<file path="src/rtl/shifter_pkg.sv">
// ---------------------------------------------------------------------------
// shifter_pkg
// Shared definitions for the iterative shifter:
//   OP_SLL / OP_SRL / OP_SRA / OP_ROTR : operation encodings on the op input
//   state_e                            : controller states IDLE / SHIFT / DONE
// No ports (package).
// ---------------------------------------------------------------------------
package shifter_pkg;

  localparam logic [1:0] OP_SLL  = 2'b00;
  localparam logic [1:0] OP_SRL  = 2'b01;
  localparam logic [1:0] OP_SRA  = 2'b10;
  localparam logic [1:0] OP_ROTR = 2'b11;

  typedef enum logic [1:0] {
    IDLE  = 2'd0,
    SHIFT = 2'd1,
    DONE  = 2'd2
  } state_e;

endpackage

</file>
<file path="src/rtl/shift_step.sv">
// ---------------------------------------------------------------------------
// shift_step
// Combinational single-step shifter used by iterative_shifter for one
// iteration of a multi-cycle shift.
// Configuration macro: SHIFTER_ROTATE_EN (builds the rotate-right path;
// without it op=11 passes the value through unchanged).
// Ports:
//   i_value  in  WIDTH    value to shift
//   i_op     in  2        operation (OP_SLL/OP_SRL/OP_SRA/OP_ROTR)
//   i_fill   in  1        sign bit replicated into the MSBs for SRA
//   i_amt    in  SHAMT_W  bit positions to shift this step
//   o_value  out WIDTH    shifted value
// ---------------------------------------------------------------------------
module shift_step
  import shifter_pkg::*;
#(
  parameter int WIDTH   = 32,
  parameter int SHAMT_W = $clog2(WIDTH)
) (
  input  logic [WIDTH-1:0]   i_value,
  input  logic [1:0]         i_op,
  input  logic               i_fill,
  input  logic [SHAMT_W-1:0] i_amt,
  output logic [WIDTH-1:0]   o_value
);

  // Right-type shifts share one datapath: the operand is extended with an
  // upper half (zeros, sign copies, or the operand itself for rotate) and the
  // low WIDTH bits of the shifted double-width word are the result.
  // The step amount never exceeds WIDTH-1, so SHAMT_W bits always suffice.
  logic [WIDTH-1:0] w_upper;

  always_comb begin
    w_upper = '0;
    case (i_op)
      OP_SRA:  w_upper = {WIDTH{i_fill}};
`ifdef SHIFTER_ROTATE_EN
      OP_ROTR: w_upper = i_value;
`endif
      default: w_upper = '0;
    endcase
  end

  always_comb begin
    o_value = i_value;
    case (i_op)
      OP_SLL:  o_value = i_value << i_amt;
      OP_SRL,
      OP_SRA:  o_value = WIDTH'({w_upper, i_value} >> i_amt);
`ifdef SHIFTER_ROTATE_EN
      OP_ROTR: o_value = WIDTH'({w_upper, i_value} >> i_amt);
`endif
      default: o_value = i_value;
    endcase
  end

endmodule

</file>
<file path="src/rtl/iterative_shifter.sv">
// ---------------------------------------------------------------------------
// iterative_shifter
// Multi-cycle shift unit (SLL/SRL/SRA and optional ROTR) advancing up to STEP
// bit positions per clock under a start/done handshake. The result is held on
// dout from the done pulse until the next accepted start.
// Configuration macro: SHIFTER_ROTATE_EN
//   defined   : op=11 rotates right by shamt
//   undefined : op=11 is an identity op (dout=din, done in cycle 1)
// Ports:
//   clk    in  1        rising-edge clock
//   rst_n  in  1        synchronous active-low reset
//   start  in  1        request, accepted in IDLE or DONE
//   op     in  2        00 SLL, 01 SRL, 10 SRA, 11 ROTR
//   din    in  WIDTH    operand, sampled with start
//   shamt  in  SHAMT_W  shift amount, sampled with start
//   busy   out 1        high while in SHIFT
//   done   out 1        high for the single DONE cycle
//   dout   out WIDTH    result register
// ---------------------------------------------------------------------------
// state | meaning
// IDLE  | waiting for start
// SHIFT | shifting working register, remaining > 0
// DONE  | result on dout, done pulse; start accepted back-to-back
module iterative_shifter
  import shifter_pkg::*;
#(
  parameter  int WIDTH   = 32,
  parameter  int STEP    = 1,
  localparam int SHAMT_W = $clog2(WIDTH)
) (
  input  logic               clk,
  input  logic               rst_n,
  input  logic               start,
  input  logic [1:0]         op,
  input  logic [WIDTH-1:0]   din,
  input  logic [SHAMT_W-1:0] shamt,
  output logic               busy,
  output logic               done,
  output logic [WIDTH-1:0]   dout
);

  // remaining is at most WIDTH-1, so a STEP of WIDTH behaves like WIDTH-1
  // and the per-step cap always fits in SHAMT_W bits.
  localparam int                 STEP_CAP = (STEP < WIDTH) ? STEP : WIDTH - 1;
  localparam logic [SHAMT_W-1:0] STEP_AMT = SHAMT_W'(STEP_CAP);

  state_e               r_state;
  logic [WIDTH-1:0]     r_work;
  logic [1:0]           r_op;
  logic                 r_fill;
  logic [SHAMT_W-1:0]   r_rem;
  logic [WIDTH-1:0]     r_dout;

  logic [SHAMT_W-1:0]   w_amt;
  logic [WIDTH-1:0]     w_step;
  logic [SHAMT_W-1:0]   w_load_rem;
  logic                 w_last;

  always_comb begin
    w_amt  = (r_rem < STEP_AMT) ? r_rem : STEP_AMT;
    w_last = (r_rem == w_amt);
  end

`ifdef SHIFTER_ROTATE_EN
  assign w_load_rem = shamt;
`else
  // Without the rotate path op=11 completes immediately as a pass-through.
  assign w_load_rem = (op == OP_ROTR) ? '0 : shamt;
`endif

  shift_step #(
    .WIDTH   (WIDTH),
    .SHAMT_W (SHAMT_W)
  ) u_shift_step (
    .i_value (r_work),
    .i_op    (r_op),
    .i_fill  (r_fill),
    .i_amt   (w_amt),
    .o_value (w_step)
  );

  always_ff @(posedge clk) begin
    if (!rst_n) begin
      r_state <= IDLE;
      r_work  <= '0;
      r_op    <= OP_SLL;
      r_fill  <= 1'b0;
      r_rem   <= '0;
      r_dout  <= '0;
    end else begin
      case (r_state)
        IDLE, DONE: begin
          if (start) begin
            r_work <= din;
            r_op   <= op;
            r_fill <= din[WIDTH-1];
            r_rem  <= w_load_rem;
            if (w_load_rem != '0) begin
              r_state <= SHIFT;
            end else begin
              r_state <= DONE;
              r_dout  <= din;
            end
          end else begin
            r_state <= IDLE;
          end
        end
        SHIFT: begin
          r_work <= w_step;
          r_rem  <= r_rem - w_amt;
          if (w_last) begin
            r_state <= DONE;
            r_dout  <= w_step;
          end
        end
        default: r_state <= IDLE;
      endcase
    end
  end

  assign busy = (r_state == SHIFT);
  assign done = (r_state == DONE);
  assign dout = r_dout;

endmodule
</file>
<file path="config.mk">
export PLATFORM = sky130hd
export DESIGN_NAME = iterative_shifter
export DESIGN_NICKNAME = d
export VERILOG_FILES = /design/src/rtl/shifter_pkg.sv /design/src/rtl/shift_step.sv /design/src/rtl/iterative_shifter.sv
export SDC_FILE = /design/constraint.sdc
export NUM_CORES = 1
export LEC_CHECK = 0
export BUFFER_PORTS_ARGS = -buffer_cell sky130_fd_sc_hd__buf_2
export CAP_MARGIN = 20
export CORE_MARGIN = 2
export CORE_UTILIZATION = 35
export CTS_BUF_LIST = sky130_fd_sc_hd__clkbuf_8
export DETAILED_ROUTE_END_ITERATION = 8
export GPL_TIMING_DRIVEN = 0
export MAX_ROUTING_LAYER = met4
export PLACE_DENSITY = 0.63
export SYNTH_ARGS = -nofsm -noshare
export SYNTH_HDL_FRONTEND = slang
export SYNTH_SLANG_ARGS = --single-unit
</file>
<file path="constraint.sdc">
create_clock -name clk -period 2.4 [get_ports clk]
set_clock_uncertainty 0.15 [all_clocks]
set_input_delay 0.6 -clock clk [delete_from_list [all_inputs] [get_ports clk]]
set_output_delay 0.6 -clock clk [all_outputs]
set_load 0.02 [all_outputs]
</file>
# [After elaboration in Yosys (flattened, before gate mapping)]
# Cells that the tools add are included.
[totals] ff_bits=74 inputBits=42 out_inout_bits=34 word_cells=44
[classes] n_addsub=1 order_cmp=1 n_eq_ne=9 n_shift=2 muxes=16 n_reduce_logical=9
[ops] op="32-bit case mux with 2 select lines" n=3
[ops] op="32-bit 2-to-1 mux" n=5
[ops] op="64-bit by 5-bit >> shifter with 32-bit output" n=1
[ops] op="32-bit by 5-bit left shift with 32-bit output" n=1
[ops] op="5-bit 2-to-1 mux" n=3
[ops] op="5-bit case mux with 2 select lines" n=1
[ops] op="2-bit == test, second input constant" n=3
[ops] op="2-bit 2-to-1 mux" n=3
[ops] op="5-bit == test" n=1
[ops] op="5-bit by 1-bit < comparator with 1-bit output, second input constant" n=1
[ops] op="5-bit nonzero test" n=1
[ops] op="5-bit subtractor" n=1
[ops] op="2-bit by 1-bit == test with 1-bit output, second input constant" n=2
[ops] op="2-bit logical NOT" n=2
[ops] op="2-bit inequality test, second input constant" n=2
[ops] op="2-bit case mux with 2 select lines" n=1
[ops] op="2-bit AND reduction" n=2
[ops] op="4-bit AND reduction" n=1
[ops] op="2-bit OR reduction" n=2
[ops] op="2-bit by 1-bit inequality test with 1-bit output, second input constant" n=1
[ops] op="2-bit nonzero test" n=1

# [Longest topological paths before layout]
# Gate-level depths: netlist of run 1.
[depth] ltp_word=6 mapped_depth=9 mapped_depth_nobuf=8

# [Modules after synthesis]
# From an unflattened synthesis of run 1, not the netlist that was laid out.
[hier_totals] hier_cells=997 hier_area_um2=8480.6
[modules_own_cells] mod="shift_step" n_inst=1 cells_per_inst=581 area_per_inst_um2=4878.4 seq_area_each_um2=0.0
[modules_own_cells] mod="iterative_shifter" n_inst=1 cells_per_inst=416 area_per_inst_um2=3602.2 seq_area_each_um2=1481.4

# [Least setup slack after synthesis of run 1]
# No wires, ideal clock.
[synth_path] path_type="flip-flop to flip-flop" start="reg r_rem[2]" end="reg r_dout[10], in the netlist dout[10]" setup_time_ns=0.142 t_arrival_ns=1.780 required_ns=2.108 setup_slack_ns=0.328 stages_incl_launch_ff=9 n_path_buf=2 synth_period_minus_slack_ns=2.072 cell_sequence="dfxtp_1 -> nor3_1 -> a21oi_1 -> inv_1 -> ha_1 -> a21o_1 -> buf_2 -> clkbuf_1 -> a311oi_1"
[synth_between] elab_chain_cells=6 elab_cells_between_ends=10 classes_between="1 x order compare; 2 x eq/ne; 2 x shift; 4 x mux; 1 x reduce/logical"
[synth_lines] item="from (decl)" line_no="iterative_shifter.sv:51" text="logic [SHAMT_W-1:0] r_rem;"
[synth_lines] item="from (signal assigned)" line_no="iterative_shifter.sv:97" text="r_rem <= w_load_rem;"
[synth_lines] item="from (signal assigned)" line_no="iterative_shifter.sv:110" text="r_rem <= r_rem - w_amt;"
[synth_lines] item="5-bit by 1-bit < comparator with 1-bit output" line_no="iterative_shifter.sv:60" text="w_amt = (r_rem < STEP_AMT) ? r_rem : STEP_AMT;"
[synth_lines] item="5-bit 2-to-1 mux" line_no="iterative_shifter.sv:60"
[synth_lines] item="64-bit by 5-bit >> shifter with 32-bit output / 32-bit by 5-bit left shift with 32-bit output (equally long branches)" line_no="shift_step.sv:49, shift_step.sv:47"
[synth_lines] item="32-bit case mux with 2 select lines" line_no="shift_step.sv:46" text="case (i_op)"
[synth_lines] item="32-bit 2-to-1 mux" line_no="iterative_shifter.sv:111" text="if (w_last) begin"
[synth_lines] item="32-bit case mux with 2 select lines" line_no="iterative_shifter.sv:91" text="case (r_state)"
[synth_lines] item="to (signal assigned)" line_no="iterative_shifter.sv:102" text="r_dout <= din;"
[synth_lines] item="to (signal assigned)" line_no="iterative_shifter.sv:113" text="r_dout <= w_step;"
[synth_lines] item="to (decl)" line_no="iterative_shifter.sv:52" text="logic [WIDTH-1:0] r_dout;"
# Several ways; a longest one is shown, not always the timed one. The select of a mux whose other input is x is not followed.
# A chain may end at the register's enable or synchronous reset.

# [Final worst setup path of run 1]
[layout_path] start="reg r_state[1]" end="out busy"
[layout_between] elab_chain_cells=1
[layout_lines] item="from (decl)" line_no="iterative_shifter.sv:47" text="state_e r_state;"
[layout_lines] item="from (signal assigned)" line_no="iterative_shifter.sv:84" text="r_state <= IDLE;"
[layout_lines] item="from (signal assigned)" line_no="iterative_shifter.sv:99" text="r_state <= SHIFT;"
[layout_lines] item="from (signal assigned)" line_no="iterative_shifter.sv:101" text="r_state <= DONE;"
[layout_lines] item="2-bit by 1-bit == test with 1-bit output" line_no="iterative_shifter.sv:121" text="assign busy = (r_state == SHIFT);"
[layout_lines] item="to (decl)" line_no="iterative_shifter.sv:37" text="output logic busy,"
# No other way between the ends.

==> results.sh, run 1 <==
export IMPL_ratio_of_cells_with_drive_above_1_in_the_final_layout=0.215
export IMPL_p_sw_frac=0.370
export IMPL_detail_route_antenna_nets=0
export IMPL_synth_cell_type_count=48
export IMPL_routed_via_count=4317
export IMPL_grt_overflow_total=0
export IMPL_groute_usage_overall=0.221
export IMPL_synth_async_sr_flop_share=0
export IMPL_timing_worst_slew_pin_value_ps=594
export IMPL_synth_nets=512
export IMPL_wl_per_cell_um=19.1
export IMPL_worst_r2r_setup_slack_ps=130
export IMPL_main_combinational_cell_family_by_area_after_synthesis="compound AO/OA/AOI/OAI gates"
export IMPL_reg2reg_to="dout[0]"
export IMPL_fp_dieH_um=111
export IMPL_critPathMaxFanout=19
export IMPL_cp_slowest_cell="sky130_fd_sc_hd__dfxtp_1"
export IMPL_switching_power_mw=1.36
export IMPL_status="finished clean"
export IMPL_timing_final_setup_violations=0
export IMPL_grt_first_pass_wirelength_um=21500
export IMPL_finalHoldViolCount=0
export IMPL_hold_path_cell_count=2
export IMPL_postSynthAreaPerCell_um2=8.55
export IMPL_p_clk_frac=0.270
export IMPL_wl_um=13200
export IMPL_cts_max_path_buffers=2
export IMPL_floorplan_rows=38
export IMPL_synth_enable_flop_cells=0
export IMPL_category_of_the_most_critical_setup_path="reg2out"
export IMPL_cpPeakStageDelay_ps=310
export IMPL_p_int_mw=2.33
export IMPL_netlist_area_leader_share=0.372
export IMPL_vias_per_cell=6.22
export IMPL_holdCritPathClass="reg2reg"
export IMPL_grt_antenna_before_repair=0
export IMPL_final_fill_count=1112
export IMPL_finalCriticalPeriod_ps=2280
export IMPL_drt_pre_antenna_iters=5
export IMPL_power_per_cell_area_nw_per_um2=775
export IMPL_critical_path_reg2reg_startpoint="r_op[1]"
export IMPL_tritoncts="done"
export IMPL_floorplan_io_pins=76
export IMPL_post_cts_buffers=0
export IMPL_drt_iter0_drc=382
export IMPL_r2r_worst_path_cells=6
export IMPL_combPwrFrac=0.320
export IMPL_fin_setup_tns_ps=0
export IMPL_mappedNetlistArea_um2=3980
export IMPL_multi_input_comb_area_um2=2260
export IMPL_synth_adder_area_share=0.0126
export IMPL_buffer_ports_inserted=75
export IMPL_report_final_slew_viol_count=0
export IMPL_holdBufCountCts=0
export IMPL_hold_path_startpoint="r_fill"
export IMPL_power_frac_seq=0.410
export IMPL_core_area_um2=11000
export IMPL_yosys_area_share_xor_xnor=0
export IMPL_htree_num_levels=3
export IMPL_achievable_clock_frequency_ghz=0.440
export IMPL_required_ps=1650
export IMPL_yosysSeqAreaShare=0.372
export IMPL_initial_core_util=0.363
export IMPL_path_clk_slew_ps=80
export IMPL_critical_path_cell_list="nand2b_2, inv_4, buf_4, buf_2"
export IMPL_post_route_util=0.433
export IMPL_synth_compound_gate_area_share=0.460
export IMPL_critPathCaptureType="output pin"
export IMPL_synthesis_instances=466
export IMPL_finalNetCount=596
export IMPL_cells_taking_the_most_area_after_synthesis="sky130_fd_sc_hd__dfxtp_1 37%, sky130_fd_sc_hd__a21oi_1 9.5%, sky130_fd_sc_hd__a221o_1 7.3%"
export IMPL_max_cap_violations=0
export IMPL_synth_simple_gate_area_share=0.0876
export IMPL_residual_drc_count=0
export IMPL_syn2layout_area_growth_pct=19.4
export IMPL_cts_sinks=74
export IMPL_max_slew_headroom=0.604
export IMPL_regArea_um2=1480
export IMPL_clkLatencyLatePin_ps=360
export IMPL_worst_ir_drop_on_vdd_uv=320
export IMPL_fp_dieArea_um2=12300
export IMPL_numCtsBuffers=9
export IMPL_synth_seq_cells=74
export IMPL_detailedPlacementHpwl_um=9350
export IMPL_holdPathEnd="r_fill"
export IMPL_number_of_global_route_vias_before_repair=4120
export IMPL_synth_largest_area_cell="sky130_fd_sc_hd__dfxtp_1"
export IMPL_die_width_um=111
export IMPL_cp_data_arrival_time_ps=1530
export IMPL_synth_mux_area_fraction=0.00283
export IMPL_antennaDiodeCount=0
export IMPL_synth_yosys_warnings=0
export IMPL_clockRootBuffer="sky130_fd_sc_hd__clkbuf_8"
export IMPL_yosys_most_used_dff="sky130_fd_sc_hd__dfxtp_1"
export IMPL_final_period_util=0.948
export IMPL_place_congestion=0.896
export IMPL_p_leak_nw=1.81
export IMPL_pin_count_of_the_biggest_net_entering_global_routing=13
export IMPL_worstSetupStartpointType="flop"
-- per-layer routing --
metal  global-route usage  share of wire  vias to the layer above
met4               0.0808          0.024                        0
met2                0.335           0.44                      232
met3               0.0470          0.087                       32
met5                    -              0                        -
met1                0.291           0.45                     2025
li1                     -              -                     2028
-- worst max-delay path: cells and delay by family, from the launching register on --
kind          cells  cell delay (ps)
buf+inv           3              610
flops             1              310
simple gates      1              250
-- synthesized netlist by cell type (4+ instances only) --
cell type                   n
sky130_fd_sc_hd__clkbuf_1  39
sky130_fd_sc_hd__a211oi_1  14
sky130_fd_sc_hd__dfxtp_1   74
sky130_fd_sc_hd__buf_2      9
sky130_fd_sc_hd__ha_1       4
sky130_fd_sc_hd__nand2_1   14
sky130_fd_sc_hd__a221o_1   29
sky130_fd_sc_hd__o21ai_0   51
sky130_fd_sc_hd__o221ai_1  12
sky130_fd_sc_hd__nor2_1     9
sky130_fd_sc_hd__a21oi_1   76
sky130_fd_sc_hd__inv_1      4
sky130_fd_sc_hd__a311oi_1  20
sky130_fd_sc_hd__a22oi_1   30
sky130_fd_sc_hd__nand3_1    5
sky130_fd_sc_hd__o311a_1   17
sky130_fd_sc_hd__nand2b_1  20
-- power by group through the flow --
stage          Sequential [mW]  Clock (mW)  Combinational (mW)
2_1_floorplan             1.60           0               0.714
3_3_place_gp              1.53           0                1.14
3_5_place_dp              1.53           0                1.16
4_1_cts                   1.51        1.01                1.17
5_1_grt                   1.53        1.06                1.30
6_report                  1.51       0.996                1.18
-- stage by stage --
step | instances | hold WS, ps | total power [mW] | area, µm² | setup WS, ps
after floorplan | 466 | 287 | 2.31 | 3980 | 328
after global placement | 681 | 297 | 2.66 | 4530 | -232
after detailed placement | 681 | 302 | 2.69 | 4530 | -269
after CTS | 696 | 319 | 3.68 | 4750 | 26.3
after global routing | 694 | 343 | 3.89 | 4760 | -1.38
final | 694 | 324 | 3.69 | 4760 | 125
-- layout make-up --
cell class,count,share of cell area
multi-input combinational,332,0.476
sequential,74,0.312
timing repair buffer,75,0.0789
buffer,52,0.0513
tap,140,0.0368
clock buffer,10,0.0289
clock inverter,5,0.0116
inverter,6,0.00526
-- registers in the layout, summed over array words and instances, names as in the netlist --
signal and cells:
dout 32, r_fill 1, r_op 2, r_rem 5
r_state 2, r_work 32
-- worst max path at each step --
stage	startpoint	to	slack, ps	cells after the start
after floorplan	r_rem[2]	dout[10]	330	8
after global placement	r_rem[2]	dout[16]	-230	8
after detailed placement	r_rem[2]	dout[14]	-270	8
after CTS	r_state[1]	busy	30	5
after global routing	r_rem[3]	dout[29]	-1	9
final	r_state[1]	busy	120	4
-- kinds of logic (layout without fill, tap and decap cells) --
logic type | count (synthesis) | after routing
compound gates | 264 | 264
flops | 74 | 74
simple gates | 63 | 63
buf+inv | 60 | 148
fa+ha+maj | 4 | 4
mux | 1 | 1
-- cell usage in the layout (no fill, tap or decap), types with 2 or more instances in the layout --
cell / instances
sky130_fd_sc_hd__a21oi_1: 75
sky130_fd_sc_hd__a211oi_1: 14
sky130_fd_sc_hd__buf_4: 3
sky130_fd_sc_hd__a311oi_1: 20
sky130_fd_sc_hd__a22oi_1: 30
sky130_fd_sc_hd__nand2b_1: 19
sky130_fd_sc_hd__clkbuf_8: 10
sky130_fd_sc_hd__dfxtp_1: 73
sky130_fd_sc_hd__ha_1: 3
sky130_fd_sc_hd__buf_6: 2
sky130_fd_sc_hd__o221ai_1: 12
sky130_fd_sc_hd__nor4b_1: 2
sky130_fd_sc_hd__o311a_1: 17
sky130_fd_sc_hd__inv_1: 4
sky130_fd_sc_hd__nand3_1: 5
sky130_fd_sc_hd__clkbuf_4: 2
sky130_fd_sc_hd__nor2_1: 9
sky130_fd_sc_hd__o21ai_0: 51
sky130_fd_sc_hd__nor2b_1: 2
sky130_fd_sc_hd__a221o_1: 29
sky130_fd_sc_hd__clkinv_2: 2
sky130_fd_sc_hd__and4b_1: 2
sky130_fd_sc_hd__clkbuf_1: 32
sky130_fd_sc_hd__or3_1: 2
sky130_fd_sc_hd__clkbuf_2: 7
sky130_fd_sc_hd__nand2_1: 14
sky130_fd_sc_hd__buf_2: 80
sky130_fd_sc_hd__clkinvlp_4: 2
-- repair_timing --
item,in CTS,in global routing
gates resized for setup,11,8
pin swaps,0,1
hold endpoints to repair,0,0
gates cloned,0,0
setup endpoints to repair,37,51
(Power assumes the default switching activity.)
==> inputs of run 2 (changes only) <==
--- a/config.mk
+++ b/config.mk
@@ -14,6 +14,7 @@
 export GPL_TIMING_DRIVEN = 0
 export MAX_ROUTING_LAYER = met4
 export PLACE_DENSITY = 0.63
+export REMOVE_ABC_BUFFERS = 1
 export SYNTH_ARGS = -nofsm -noshare
 export SYNTH_HDL_FRONTEND = slang
 export SYNTH_SLANG_ARGS = --single-unit
==> run 2 against run 1 <==
  * Critical path depth is 1 higher
  * First-iteration DRC count shrank 19%
  * Setup slack worse by 13 ps
  * Sequential cell count stayed put
  * Sequential power about the same
  * Die area unchanged
  * Largest power group unchanged
  * Cell count is 5.8% lower
  * Largest cell class unchanged
  * Power fell by 3.6%
  * Fmax fell by 0.56%
==> results.sh, run 2 (synthesized netlist as in run 1, its figures left out) <==
export IMPL_critPathMaxFanout=36
export IMPL_final_common_cell="sky130_fd_sc_hd__buf_2"
export IMPL_worst_slack_ps=112
export IMPL_timing_final_setup_violations=0
export IMPL_detailedPlacementHpwl_um=7500
export IMPL_numCtsBuffers=9
export IMPL_fp_dieArea_um2=12300
export IMPL_detail_route_antenna_nets=0
export IMPL_holdCritPathClass="reg2reg"
export IMPL_floorplan_io_pins=76
export IMPL_grt_first_pass_wirelength_um=20200
export IMPL_report_final_slew_viol_count=0
export IMPL_critPathCaptureType="flop"
export IMPL_category_of_the_most_critical_setup_path="in2reg"
export IMPL_holdBufCountCts=0
export IMPL_clockRootBuffer="sky130_fd_sc_hd__clkbuf_8"
export IMPL_htree_num_levels=3
export IMPL_finalHoldViolCount=0
export IMPL_layoutNonFillerInstCount=654
export IMPL_mostFrequentLayoutCells="75 x sky130_fd_sc_hd__buf_2, 74 x sky130_fd_sc_hd__a21oi_1, 73 x sky130_fd_sc_hd__dfxtp_1"
export IMPL_finalCriticalPeriod_ps=2290
export IMPL_worst_ir_drop_on_vdd_uv=362
export IMPL_placed_area_um2=4460
export IMPL_syn2layout_area_growth_pct=18.8
export IMPL_max_cap_violations=0
export IMPL_achievable_clock_frequency_ghz=0.437
export IMPL_groute_usage_overall=0.201
export IMPL_worst_setup_path_startpoint="start"
export IMPL_worstSetupStartpointType="input port"
export IMPL_hold_slack_ps=317
export IMPL_pre_cts_slack_ps=-1350
export IMPL_hold_path_startpoint="r_fill"
export IMPL_final_period_util=0.953
export IMPL_wl_um=12400
export IMPL_initial_core_util=0.363
export IMPL_pin_count_of_the_biggest_net_entering_global_routing=56
export IMPL_ratio_of_cells_with_drive_above_1_in_the_final_layout=0.226
export IMPL_fp_dieH_um=111
export IMPL_post_route_util=0.431
export IMPL_cts_max_path_buffers=2
export IMPL_vias_per_cell=6.38
export IMPL_design_area_um2=4730
export IMPL_residual_drc_count=0
export IMPL_max_slew_headroom=0.317
export IMPL_place_congestion=0.754
export IMPL_critical_path_reg2reg_startpoint="r_state[0]"
export IMPL_global_route_usage_met2=0.322
export IMPL_grt_antenna_before_repair=0
export IMPL_number_of_global_route_vias_before_repair=4014
export IMPL_finalNetCount=556
export IMPL_buffer_ports_inserted=75
export IMPL_cp_data_arrival_time_ps=2360
export IMPL_clkLatencyLatePin_ps=350
export IMPL_drt_iter0_drc=309
export IMPL_top_usage_layer="met2"
export IMPL_floorplan_rows=38
export IMPL_use_met3=0.0421
export IMPL_grt_met1_usage=0.257
export IMPL_routed_via_count=4174
export IMPL_placed_cells=634
export IMPL_fin_setup_tns_ps=0
export IMPL_power_per_cell_area_nw_per_um2=752
export IMPL_totalPowerFinal_mw=3.56
export IMPL_die_width_um=111
export IMPL_required_ps=2470
export IMPL_timing_worst_slew_pin_value_ps=1020
export IMPL_core_area_um2=11000
export IMPL_p_leak_nw=1.79
export IMPL_cts_sinks=74
export IMPL_tritoncts="done"
export IMPL_grt_overflow_total=0
export IMPL_path_clk_slew_ps=70
export IMPL_drt_pre_antenna_iters=6
export IMPL_status="finished clean"
export IMPL_wl_per_cell_um=18.9
export IMPL_antennaDiodeCount=0
run 2: cell types whose count changed in the layout (fill, tap and decap cells not counted), moves of 3 or more:
cell                       before  now
sky130_fd_sc_hd__buf_2         80   75
sky130_fd_sc_hd__clkbuf_2       7    0
sky130_fd_sc_hd__clkbuf_1      32    0
sky130_fd_sc_hd__buf_8          0    4
sky130_fd_sc_hd__inv_1          4    7
run 2: area by class of cell:
type,count,area (µm²)
clock buffers,10,138
repair buffers,86,544
flip-flops and latches,74,1480
well taps,140,175
multi-input cells,333,2340
fillers,1099,6250
clock inverters,5,25.0
inverters,6,31.3
run 2: where the power goes:
group          internal [mW]  leakage (nW)  switching [mW]
combinational          0.471          1.08           0.724
clock                  0.388        0.0959           0.462
sequential              1.38         0.610           0.133
total                   2.24          1.79            1.32
run 2: repair_timing:
| item | 4_1_cts | 5_1_grt |
|---|---|---|
| setup buffers | 2 | 2 |
| pin swaps | 2 | 4 |
| cloned | 1 | 0 |
| gates resized for setup | 10 | 5 |
| endpoints found under the setup margin | 71 | 45 |
run 2: worst max-delay path: stages:
cell	delay, ps
sky130_fd_sc_hd__buf_2	120
sky130_fd_sc_hd__nor2b_4	830
sky130_fd_sc_hd__nor2_4	270
sky130_fd_sc_hd__a222oi_1	430
sky130_fd_sc_hd__nor2_1	90
run 2: final timing paths:
kind | end | slack, ps | cells after the start
hold reg to reg | r_fill | 320 | 2
setup reg to reg | r_rem[0] | 140 | 4
hold / removal | r_fill | 320 | 2
setup / recovery | r_rem[0] | 110 | 5
run 2: routing by layer:
layer	up-vias	wire, µm
met3	21	1020
met2	201	5830
met4	0	191
met5	-	0
li1	1951	-
met1	2001	5350
==> inputs of run 3 (changes only) <==
--- a/config.mk
+++ b/config.mk
@@ -13,8 +13,9 @@
 export DETAILED_ROUTE_END_ITERATION = 8
 export GPL_TIMING_DRIVEN = 0
 export MAX_ROUTING_LAYER = met4
-export PLACE_DENSITY = 0.63
+export PLACE_DENSITY = 0.6
 export REMOVE_ABC_BUFFERS = 1
 export SYNTH_ARGS = -nofsm -noshare
 export SYNTH_HDL_FRONTEND = slang
+export SYNTH_HIERARCHICAL = 1
 export SYNTH_SLANG_ARGS = --single-unit
==> run 3 against run 2 <==
  * The run now ends with negative setup slack left
  * Routed wire length grew to 2.9 times the previous value
  * Sequential cell count unchanged
  * Setup slack worse by 1100 ps
  * Synthesized cell count grew 110%
  * Fmax fell by 32%
  * Worst hold slack got worse by 12 ps
  * Die area rose by 110%
  * Power is 82% higher
  * Critical path type is now reg2reg
==> results.sh, run 3 <==
export IMPL_grt_overflow_total=0
export IMPL_grt_antenna_before_repair=0
export IMPL_detailedPlacementHpwl_um=22300
export IMPL_p_sw_frac=0.404
export IMPL_synth_seq_cells=74
export IMPL_clockRootBuffer="sky130_fd_sc_hd__clkbuf_8"
export IMPL_final_fill_count=2261
export IMPL_synth_yosys_warnings=6
export IMPL_synth_largest_area_cell="sky130_fd_sc_hd__mux4_2"
export IMPL_cts_sinks=74
export IMPL_category_of_the_most_critical_setup_path="reg2reg"
export IMPL_pin_count_of_the_biggest_net_entering_global_routing=90
export IMPL_regArea_um2=1490
export IMPL_cp_data_arrival_time_ps=3460
export IMPL_power_per_cell_area_nw_per_um2=590
export IMPL_mappedNetlistArea_um2=8480
export IMPL_worst_slack_ps=-969
export IMPL_drt_pre_antenna_iters=5
export IMPL_worstSetupStartpointType="flop"
export IMPL_synthMostInstantiatedCell="sky130_fd_sc_hd__nand2_1"
export IMPL_achievable_clock_frequency_ghz=0.297
export IMPL_core_area_um2=23600
export IMPL_synth_common_cells="190 x sky130_fd_sc_hd__nand2_1, 85 x sky130_fd_sc_hd__nor2_1, 76 x sky130_fd_sc_hd__mux4_2"
export IMPL_drt_iter0_drc=1128
export IMPL_power_frac_seq=0.254
export IMPL_critPathMaxFanout=5
export IMPL_holdCritPathClass="reg2reg"
export IMPL_yosys_most_used_dff="sky130_fd_sc_hd__dfxtp_1"
export IMPL_mostFrequentLayoutCells="188 x sky130_fd_sc_hd__nand2_1, 82 x sky130_fd_sc_hd__buf_4, 78 x sky130_fd_sc_hd__nor2_1"
export IMPL_totalPowerFinal_mw=6.47
export IMPL_vias_per_cell=6.52
export IMPL_postSynthAreaPerCell_um2=8.51
export IMPL_timing_worst_slew_pin_value_ps=920
export IMPL_fp_dieH_um=160
export IMPL_cts_max_path_buffers=2
export IMPL_final_period_util=1.40
export IMPL_combPwrFrac=0.547
export IMPL_status="finished with violations"
export IMPL_max_slew_headroom=0.385
export IMPL_pre_cts_slack_ps=-1800
export IMPL_synthesis_instances=997
export IMPL_p_leak_nw=4.17
export IMPL_syn2layout_area_growth_pct=29.3
export IMPL_floorplan_rows=56
export IMPL_failing_checks="negative setup slack"
export IMPL_report_final_slew_viol_count=0
export IMPL_die_width_um=160
export IMPL_htree_num_levels=3
export IMPL_tritoncts="done"
export IMPL_numCtsBuffers=9
export IMPL_detail_route_antenna_nets=0
export IMPL_p_int_mw=3.86
export IMPL_clkLatencyLatePin_ps=390
export IMPL_wl_per_cell_um=25.5
export IMPL_max_cap_violations=0
export IMPL_fp_dieArea_um2=25500
export IMPL_finalHoldViolCount=0
export IMPL_synth_enable_flop_cells=0
export IMPL_buffer_ports_inserted=75
export IMPL_antennaDiodeCount=0
export IMPL_initial_core_util=0.359
export IMPL_place_congestion=1.01
export IMPL_floorplan_io_pins=76
export IMPL_grt_setup_unrepaired="yes"
export IMPL_wl_um=36000
export IMPL_routed_via_count=9174
export IMPL_timing_final_setup_violations=64
export IMPL_critPathCaptureType="flop"
export IMPL_grt_first_pass_wirelength_um=53600
export IMPL_holdBufCountCts=0
export IMPL_final_common_cell="sky130_fd_sc_hd__nand2_1"
export IMPL_ratio_of_cells_with_drive_above_1_in_the_final_layout=0.421
export IMPL_netlist_area_leader_share=0.202
export IMPL_p_clk_frac=0.198
export IMPL_switching_power_mw=2.61
export IMPL_synth_async_sr_flop_share=0
export IMPL_yosysSeqAreaShare=0.175
export IMPL_path_clk_slew_ps=90
export IMPL_worst_ir_drop_on_vdd_uv=272
export IMPL_finalNetCount=1129
export IMPL_cells_taking_the_most_area_after_synthesis="sky130_fd_sc_hd__mux4_2 20%, sky130_fd_sc_hd__dfxtp_1 17%, sky130_fd_sc_hd__mux2i_1 8.7%"
export IMPL_synth_cell_type_count=73
export IMPL_groute_usage_overall=0.278
export IMPL_number_of_global_route_vias_before_repair=8568
export IMPL_multi_input_comb_area_um2=7300
export IMPL_residual_drc_count=0
export IMPL_required_ps=2490
export IMPL_finalCriticalPeriod_ps=3370
run 3: routing by layer:
| metal | share of wire | vias up | GRT usage | wire (µm) |
|---|---|---|---|---|
| met4 | 0.051 | 0 | 0.128 | 1820 |
| met2 | 0.45 | 565 | 0.417 | 16000 |
| met3 | 0.091 | 140 | 0.0496 | 3260 |
| li1 | - | 3944 | - | - |
| met1 | 0.41 | 4525 | 0.364 | 14800 |
| met5 | 0 | - | - | 0 |
run 3: timing repair:
| action | 4_1_cts | 5_1_grt |
|---|---|---|
| resized for setup | 187 | 54 |
| endpoints found under the setup margin | 67 | 65 |
| buffers inserted | 75 | 29 |
| pin swaps | 105 | 50 |
| gates cloned | 9 | 1 |
run 3: metrics by stage:
step | instances | cell area (µm²) | hold slack (ps) | util | TNS (ps)
final | 1408 | 11000 | 305 | 0.464 | -39920
after global routing | 1408 | 11000 | 324 | 0.464 | -45140
after CTS | 1381 | 10500 | 300 | 0.445 | -37990
after detailed placement | 1281 | 8730 | 294 | 0.370 | -78740
after global placement | 1278 | 8640 | 290 | 0.366 | -292340
after floorplan | 884 | 7860 | 304 | - | -199460
run 3: area by class of cell:
type,count,area share
clock buffers,10,0.0125
clock inverters,6,0.0103
inverters,12,0.00707
multi-input cells,803,0.665
flip-flops and latches,74,0.136
well taps,319,0.0364
repair buffers,183,0.132
repair inverters,1,0.000456
run 3: worst paths after layout:
kind         startpoint       end  slack [ps]  cells past startpoint
max            r_rem[1]  dout[14]        -970                     10
min reg2reg    dout[29]  dout[29]         310                      2
min            dout[29]  dout[29]         310                      2
max reg2reg    r_rem[1]  dout[14]        -970                     10
run 3: worst max-delay path, stage by stage (launching register included):
cell                      delay (ps)
sky130_fd_sc_hd__dfxtp_4         360
sky130_fd_sc_hd__nor4_4          270
sky130_fd_sc_hd__or2b_4          360
sky130_fd_sc_hd__buf_16          150
sky130_fd_sc_hd__mux4_2          460
sky130_fd_sc_hd__mux4_2          530
sky130_fd_sc_hd__a221o_1         310
sky130_fd_sc_hd__a21o_1          210
sky130_fd_sc_hd__mux2_4          270
sky130_fd_sc_hd__nand2_1          60
sky130_fd_sc_hd__mux2i_1          70
run 3: kinds of logic (layout without fill, tap and decap cells):
family                     after synthesis  count (layout)  share of synthesized area
AOI/OAI and AO/OA                      227             227                      0.195
other                                    1              12                   0.000442
and+or+nand+nor                        352             357                      0.181
DFF                                     74              74                      0.175
adders and majority gates                3               3                    0.00443
muxes                                  204             204                      0.361
buffers and inverters                  136             212                     0.0837
run 3: power groups by stage:
| stage | clock network (mW) | logic, mW | registers, mW |
|---|---|---|---|
| final | 1.28 | 3.54 | 1.65 |
| after global routing | 1.34 | 3.68 | 1.66 |
| after CTS | 1.31 | 3.16 | 1.62 |
| after detailed placement | 0 | 2.24 | 1.64 |
| after global placement | 0 | 2.27 | 1.64 |
| after floorplan | 0 | 1.67 | 1.57 |
